$ cat src/rtl/crack_pkg.sv
// Shared types and defaults for the ARC4 key-search scheduler.
// Holds the FSM state encoding and the printable-byte test used by the scanner.
package crack_pkg;

   localparam int         KEY_W   = 24;
   localparam logic [7:0] CHAR_LO = 8'h20;
   localparam logic [7:0] CHAR_HI = 8'h7E;

   typedef enum logic [2:0] {
      IDLE,
      START,
      BUSY,
      RD_LEN,
      CHECK,
      NEXT,
      FOUND,
      DONE
   } state_t;

   function automatic logic is_printable(input logic [7:0] b,
                                         input logic [7:0] lo,
                                         input logic [7:0] hi);
      return (b >= lo) && (b <= hi);
   endfunction

endpackage

$ cat src/rtl/crack_ctrl.sv
// Key-search scheduler: starts arc4 once per key, then scans the length-prefixed
// plaintext one byte per two cycles, stopping on the first all-printable key or at KEY_LAST.
module crack_ctrl
   import crack_pkg::*;
#(
   parameter int               KEY_W     = crack_pkg::KEY_W,
   parameter logic [KEY_W-1:0] KEY_FIRST = '0,
   parameter logic [KEY_W-1:0] KEY_LAST  = '1,
   parameter logic [7:0]       CHAR_LO   = crack_pkg::CHAR_LO,
   parameter logic [7:0]       CHAR_HI   = crack_pkg::CHAR_HI
) (
   input  logic             clk,
   input  logic             rst_n,
   input  logic             en,
   output logic             rdy,
   output logic [KEY_W-1:0] key,
   output logic             key_valid,
   output logic             arc4_en,
   input  logic             arc4_rdy,
   output logic [7:0]       pt_addr,
   input  logic [7:0]       pt_rddata
);

   state_t           state, state_nxt;
   logic             rdy_nxt, key_valid_nxt, arc4_en_nxt;
   logic [KEY_W-1:0] key_nxt;
   logic [7:0]       pt_addr_nxt, len, len_nxt;
   logic [8:0]       idx, idx_nxt, idx_inc;
   // phase: in BUSY = arc4_rdy has been seen low; in RD_LEN/CHECK = data cycle.
   logic             phase, phase_nxt;

   assign idx_inc = idx + 9'd1;

   always_comb begin
      state_nxt     = state;
      rdy_nxt       = rdy;
      key_nxt       = key;
      key_valid_nxt = key_valid;
      arc4_en_nxt   = 1'b0;
      pt_addr_nxt   = pt_addr;
      len_nxt       = len;
      idx_nxt       = idx;
      phase_nxt     = phase;
      case (state)
         IDLE: begin
            if (en) begin
               key_nxt       = KEY_FIRST;
               key_valid_nxt = 1'b0;
               rdy_nxt       = 1'b0;
               state_nxt     = START;
            end
         end
         START: begin
            if (arc4_rdy) begin
               arc4_en_nxt = 1'b1;
               phase_nxt   = 1'b0;
               state_nxt   = BUSY;
            end
         end
         BUSY: begin
            if (!phase) begin
               if (!arc4_rdy) phase_nxt = 1'b1;
            end else if (arc4_rdy) begin
               pt_addr_nxt = 8'd0;
               phase_nxt   = 1'b0;
               state_nxt   = RD_LEN;
            end
         end
         RD_LEN: begin
            if (!phase) begin
               phase_nxt = 1'b1;
            end else begin
               len_nxt     = pt_rddata;
               idx_nxt     = 9'd1;
               pt_addr_nxt = 8'd1;
               phase_nxt   = 1'b0;
               state_nxt   = (pt_rddata == 8'd0) ? FOUND : CHECK;
            end
         end
         CHECK: begin
            if (!phase) begin
               phase_nxt = 1'b1;
            end else if (!is_printable(pt_rddata, CHAR_LO, CHAR_HI)) begin
               state_nxt = NEXT;
            end else if (idx == {1'b0, len}) begin
               state_nxt = FOUND;
            end else begin
               idx_nxt     = idx_inc;
               pt_addr_nxt = idx_inc[7:0];
               phase_nxt   = 1'b0;
            end
         end
         NEXT: begin
            if (key == KEY_LAST) begin
               state_nxt = DONE;
            end else begin
               key_nxt   = key + KEY_W'(1);
               state_nxt = START;
            end
         end
         FOUND: begin
            key_valid_nxt = 1'b1;
            rdy_nxt       = 1'b1;
            state_nxt     = IDLE;
         end
         DONE: begin
            rdy_nxt   = 1'b1;
            state_nxt = IDLE;
         end
         default: state_nxt = IDLE;
      endcase
   end

   always_ff @(posedge clk or negedge rst_n) begin
      if (!rst_n) begin
         state     <= IDLE;
         rdy       <= 1'b1;
         key       <= KEY_FIRST;
         key_valid <= 1'b0;
         arc4_en   <= 1'b0;
         pt_addr   <= 8'd0;
         len       <= 8'd0;
         idx       <= 9'd0;
         phase     <= 1'b0;
      end else begin
         state     <= state_nxt;
         rdy       <= rdy_nxt;
         key       <= key_nxt;
         key_valid <= key_valid_nxt;
         arc4_en   <= arc4_en_nxt;
         pt_addr   <= pt_addr_nxt;
         len       <= len_nxt;
         idx       <= idx_nxt;
         phase     <= phase_nxt;
      end
   end

endmodule

$ cat config.mk
export PLATFORM = sky130hd
export DESIGN_NAME = crack_ctrl
export DESIGN_NICKNAME = d
export VERILOG_FILES = /design/src/rtl/crack_pkg.sv /design/src/rtl/crack_ctrl.sv
export SDC_FILE = /design/constraint.sdc
export NUM_CORES = 1
export LEC_CHECK = 0
export ABC_AREA = 1
export CAP_MARGIN = 10
export CORE_MARGIN = 3
export CORE_UTILIZATION = 35
export CTS_CLUSTER_SIZE = 10
export DETAILED_ROUTE_END_ITERATION = 6
export PLACE_DENSITY = 0.64
export SLEW_MARGIN = 20
export SYNTH_ARGS = -nofsm -noshare
export SYNTH_HDL_FRONTEND = slang
export SYNTH_SLANG_ARGS = --single-unit
$ cat constraint.sdc
create_clock -name clk -period 2.15 [get_ports clk]
set_input_delay 0.645 -clock clk [delete_from_list [all_inputs] [get_ports clk]]
set_output_delay 0.645 -clock clk [all_outputs]
set_load 0.02 [all_outputs]
* Word-level counts from Yosys, hierarchy flattened
Index checks and enable logic that the tools add are counted.
Word-level totals: register bits 56, word-level logic and storage cells 88
Cells by class: add/subtract/negate cells 2, reduce and logical (&&, ||, !) cells 18, multiplexer cells 38, eq/ne operators 19, order comparisons 2
Operator list (number):
- $mux W24 | 2
- $mux W8 | 6
- $pmux W24 S2 | 1
- $mux W9 | 4
- $mux W3 | 9
- $add A24 B1 Y24 const B | 1
- $eq A24 B24 Y1 const B | 1
- $pmux W8 S3 | 1
- $pmux W3 S7 | 1
- $ne A2 B2 Y1 const B | 9
- $pmux W9 S2 | 1
- $reduce_and A7 Y1 | 2
- $eq A3 B3 Y1 const B | 4
- $add A9 B1 Y9 const B | 1
- $eq A9 B8 Y1 | 1
- $mux W1 | 9
- $ge A8 B6 Y1 const B | 1
- $le A8 B7 Y1 const B | 1
- $logic_not A8 Y1 | 1
- $reduce_and A2 Y1 | 4
- $reduce_bool A2 Y1 | 4
- $eq A3 B2 Y1 const B | 2
- $reduce_and A5 Y1 | 1
- $pmux W1 S2 | 2
- 10 further kinds | 10

* Longest topological paths before layout
depth after elaboration 5, mapped depth 11

* Worst setup path after synthesis
OpenSTA, ideal clock, no wires.
path type register to register, start point reg key[0], end point reg key[13], arrival time 1733 ps, required time 2033 ps, stages on the path, launching flop included 12, setup slack 300 ps, setup time 117 ps, path through dfrtp_1 > ha_1 > nand2_2 > nor2_4 > nand2_4 > nor2_4 > nand2_2 > nand2_1 > nand2_2 > buf_6 > nand3_1 > nand2_1
Between the ends: word-level cells in the longest chain between the ends 3
Ends and longest elaborated chain:
- from (decl) | RTL line crack_ctrl.sv:16 | output logic [KEY_W-1:0] key,
- from (signal assigned) | RTL line crack_ctrl.sv:128 | key <= key_nxt;
- $add A24 B1 Y24 or $eq A24 B24 Y1 (tied branches) | RTL line crack_ctrl.sv:97, crack_ctrl.sv:94
- $mux W24 or $ne A2 B2 Y1 (tied branches)
- $pmux W24 S2 or $reduce_and A3 Y1 (tied branches)
Parallel ways exist; a longest one is shown, timed or not. The select of a mux whose other input is x is not followed. A chain may end at the register's enable or synchronous reset.

* Worst setup path in the final report
start point reg rdy, end point out rdy
RTL lines:
- from (decl) | RTL line crack_ctrl.sv:15 | output logic rdy,
- from (signal assigned) | RTL line crack_ctrl.sv:127 | rdy <= rdy_nxt;
No word-level cell between the ends.

==> run_summary.xml <==
<?xml version="1.0" encoding="UTF-8"?>
<metrics>
  <group name="status">
    <metric name="status" unit="">finished, final reports clean</metric>
  </group>
  <group name="die">
    <metric name="dieArea" unit="um^2">10800</metric>
    <metric name="start_util" unit="%">36.2</metric>
    <metric name="floorplan.die.height" unit="um">104</metric>
    <metric name="die_extent_in_x" unit="um">104</metric>
    <metric name="core_area" unit="um^2">9280</metric>
    <metric name="design.portCount" unit="">47</metric>
    <metric name="row_count" unit="">35</metric>
  </group>
  <group name="yosys">
    <metric name="synth_top_family_by_area" unit="">simple AND/OR/NAND/NOR gates</metric>
    <metric name="synthDistinctLibCells" unit="">29</metric>
    <metric name="synth_top_cell_by_area" unit="">dfrtp_1</metric>
    <metric name="yosys-top-cells-area" unit="">dfrtp_1, nand2_1, nand3_1, nor2_1, inv_1</metric>
    <metric name="synth.cell_area" unit="um^2">3360</metric>
    <metric name="syn_nets" unit="">501</metric>
    <metric name="synth_mux_area_share" unit="%">0</metric>
    <metric name="synth.ff_latch_count" unit="">56</metric>
    <metric name="yosysSeqAreaShare" unit="%">41.8</metric>
    <metric name="number_of_enable_type_register_cells_in_the_synthesized_netlist" unit="">0</metric>
    <metric name="synth_fa_ha_area_share" unit="%">0.745</metric>
    <metric name="yosys.area.top_type_share" unit="%">41.0</metric>
    <metric name="synth-simple-area-share" unit="%">39.1</metric>
    <metric name="synth_cells" unit="">487</metric>
    <metric name="ys.flop_type" unit="">dfrtp_1</metric>
    <metric name="yosys_warnings" unit="">0</metric>
    <metric name="ys_top_cells_by_count" unit="">nand2_1, dfrtp_1, nor2_1</metric>
    <metric name="syn-mean-instance-area" unit="um^2">6.90</metric>
    <metric name="synthXorXnorAreaFrac" unit="%">3.65</metric>
    <metric name="share_of_synthesized_flip_flops_with_an_asynchronous_set_or_reset" unit="%">100</metric>
    <metric name="synth-compound-area-share" unit="%">6.82</metric>
    <metric name="synthMostInstantiatedCell" unit="">nand2_1</metric>
  </group>
  <group name="route">
    <metric name="route.vias.total" unit="">3163</metric>
    <metric name="iter_0_drt_violations" unit="">125</metric>
    <metric name="routedWlPerCell" unit="um">11.8</metric>
    <metric name="finalWirelength" unit="um">7960</metric>
    <metric name="route.detailed.drc" unit="">0</metric>
    <metric name="drt_pass1_iterations" unit="">6</metric>
    <metric name="vias_per_cell" unit="">4.70</metric>
    <metric name="final_antenna_net_count" unit="">0</metric>
  </group>
  <group name="setup_path">
    <metric name="critical_path_buf_inv_count" unit="">1</metric>
    <metric name="startpoint_type" unit="">flip-flop</metric>
    <metric name="critPathMaxStageDelay" unit="ns">0.60</metric>
    <metric name="worst-r2r-cell-count" unit="">9</metric>
    <metric name="worstSetupPathType" unit="">reg -&gt; out</metric>
    <metric name="crit-reg2reg-launch" unit="">key[0]</metric>
    <metric name="worstPathRequired" unit="ns">1.50</metric>
    <metric name="endpoint_kind" unit="">primary output</metric>
    <metric name="data_arrival_at_the_endpoint_of_the_critical_path" unit="ns">1.45</metric>
    <metric name="critical_path.reg2reg.endpoint" unit="">key[18]</metric>
    <metric name="timing.critical_path.max_delay_family" unit="">buffers and inverters</metric>
    <metric name="path_max_fanout" unit="">2</metric>
    <metric name="critical_path.cell_chain" unit="">clkdlybuf4s50_1</metric>
    <metric name="critical-path-slowest-cell" unit="">clkdlybuf4s50_1</metric>
    <metric name="register_to_register_setup_slack" unit="ns">0.35</metric>
  </group>
  <group name="grt">
    <metric name="global_route.overflow_total" unit="">0</metric>
    <metric name="grt_use_total" unit="%">15.2</metric>
    <metric name="grt_start_max_net_pins" unit="">43</metric>
    <metric name="global_route_wire_length_before_repair" unit="um">13900</metric>
    <metric name="vias_in_the_first_global_route" unit="">2987</metric>
    <metric name="antenna_found_initial" unit="">0</metric>
  </group>
  <group name="timing">
    <metric name="final_count_of_pins_violating_max_slew" unit="">0</metric>
    <metric name="fin_hold_ws" unit="ns">0.229</metric>
    <metric name="rsz0062_at_grt" unit="">no</metric>
    <metric name="worst_slew_pin_slew" unit="ns">0.494</metric>
    <metric name="maxClockFrequency" unit="MHz">476</metric>
    <metric name="post-route-period-util" unit="%">97.6</metric>
    <metric name="layout_min_cycle_time" unit="ns">2.10</metric>
    <metric name="report.final.hold_viol_count" unit="">0</metric>
    <metric name="fin_skew" unit="ns">0.00700</metric>
    <metric name="slew_headroom" unit="%">67.0</metric>
    <metric name="setup_violators_final" unit="">0</metric>
  </group>
  <group name="finish">
    <metric name="multi_input_area" unit="um^2">1690</metric>
    <metric name="final_core_utilization" unit="%">44.6</metric>
    <metric name="layout.nets" unit="">557</metric>
    <metric name="fillerInstances" unit="">967</metric>
    <metric name="register_area" unit="um^2">1400</metric>
    <metric name="layout-drive-gt1-share" unit="%">7.17</metric>
    <metric name="area_growth" unit="%">23.4</metric>
    <metric name="antenna-diode-count" unit="">0</metric>
  </group>
  <group name="run">
    <metric name="drv.max_cap_violation_count" unit="">0</metric>
  </group>
  <group name="clock_network">
    <metric name="cts_buf_count" unit="">5</metric>
    <metric name="cts_tree" unit="">yes</metric>
    <metric name="max-clock-path-buffers" unit="">2</metric>
    <metric name="clock_tree.root_cell" unit="">clkbuf_8</metric>
    <metric name="clock_latency" unit="ns">0.31</metric>
    <metric name="numClockSinks" unit="">56</metric>
    <metric name="clkTransAtPathRegs" unit="ns">0.10</metric>
    <metric name="ctsHtreeMaxLevel" unit="">2</metric>
  </group>
  <group name="pwr">
    <metric name="power_per_cell_area" unit="nW/um^2">779</metric>
    <metric name="worst_case_vdd_ir_drop" unit="mV">0.491</metric>
    <metric name="design_power_total" unit="W">0.00323</metric>
    <metric name="power.static_leakage" unit="nW">1.98</metric>
  </group>
  <group name="placed_design">
    <metric name="io_buffers" unit="">46</metric>
    <metric name="gpl_wtd_cong" unit="">0.894</metric>
    <metric name="dpl.hpwl" unit="um">6130</metric>
  </group>
  <group name="min_path">
    <metric name="hp-class" unit="">in -&gt; async</metric>
  </group>
</metrics>
==> final cells by class <==
cell class,count,share of cell area (%)
clock buffer,5,1.66
clock inverter,3,1.15
timing repair buffer,58,13.8
inverter,54,4.89
sequential,56,33.8
multi-input combinational,368,40.7
tap,129,3.89
==> flip-flops by register name, summed over array words and instances, names as in the netlist <==
register   flops
key_valid      1
arc4_en        1
phase          1
state          3
pt_addr        8
key           24
idx            9
len            8
rdy            1
==> kinds of logic (layout without fill, tap and decap cells) <==
family                     count (synthesis)  after routing
and+or+nand+nor                          310            310
buffers and inverters                     63            120
DFF                                       56             56
AOI/OAI and AO/OA                         42             42
xor gates and xnor gates                  14             14
adders and majority gates                  2              2
==> worst register-to-register path, cell delays in order, from the launching register on <==
cell     delay, ns
dfrtp_1       0.36
ha_1          0.29
nand2_2       0.11
nor2_4        0.12
nand2_4       0.08
nor2_4        0.13
nand2_2       0.09
nand2_1       0.08
nand2_2       0.19
o21ai_0       0.25
==> stage by stage <==
stage | area, um^2 | instances | TNS (ns) | setup WS (ns)
detailed placement | 4030 | 665 | -0.785 | -0.0962
global placement | 4030 | 665 | -0.454 | -0.0550
CTS | 4140 | 673 | 0 | 0.0364
global route | 4150 | 673 | 0 | 0.0167
floorplan | 3360 | 487 | 0 | 0.300
finish | 4150 | 673 | 0 | 0.0505
==> routing by layer <==
metal / vias to the layer above / GRT usage (%) / part of all wire (%) / wire length, um
met5: - / 0 / 0 / 0
met4: 0 / 4.46 / 1.7 / 134
met3: 12 / 2.55 / 5.1 / 410
met2: 83 / 25.8 / 47 / 3750
met1: 1426 / 20.1 / 46 / 3670
li1: 1642 / - / - / -
==> report_power, final <==
group	internal (W)	switching, W
registers	0.00123	0.000168
logic	0.000429	0.000691
clock network	0.000352	0.000362
total	0.00201	0.00122
==> worst max-delay path by stage <==
stage	from	endpoint	cells after the start
after floorplan	key[0]	key[13]	11
after global placement	pt_rddata[5]	idx[7]	10
after detailed placement	pt_rddata[5]	idx[4]	10
after CTS	rdy	rdy	1
after global routing	key[18]	key[18]	1
final	rdy	rdy	1
==> repair_timing <==
item,CTS,global route
endpoints found under the setup margin,0,1
endpoints found under the hold margin,0,0
hold buffers,0,0
buffers inserted,0,0
gates resized for setup,0,1
==> cells in the final DEF, fill, tap and decap left out, drive strengths merged, types with 3 or more instances in the layout <==
cell | Yosys | layout
nand3 | 48 | 48
nand4 | 7 | 7
dfrtp | 55 | 55
a21oi | 8 | 8
nand2 | 188 | 188
clkbuf | 1 | 5
nor3 | 5 | 5
o21ai | 30 | 30
nor2 | 58 | 58
or2 | 3 | 3
xor2 | 12 | 12
inv | 54 | 54
buf | 8 | 13
clkdlybuf4s50 | 0 | 44
Power figures use the tool's default switching activity.
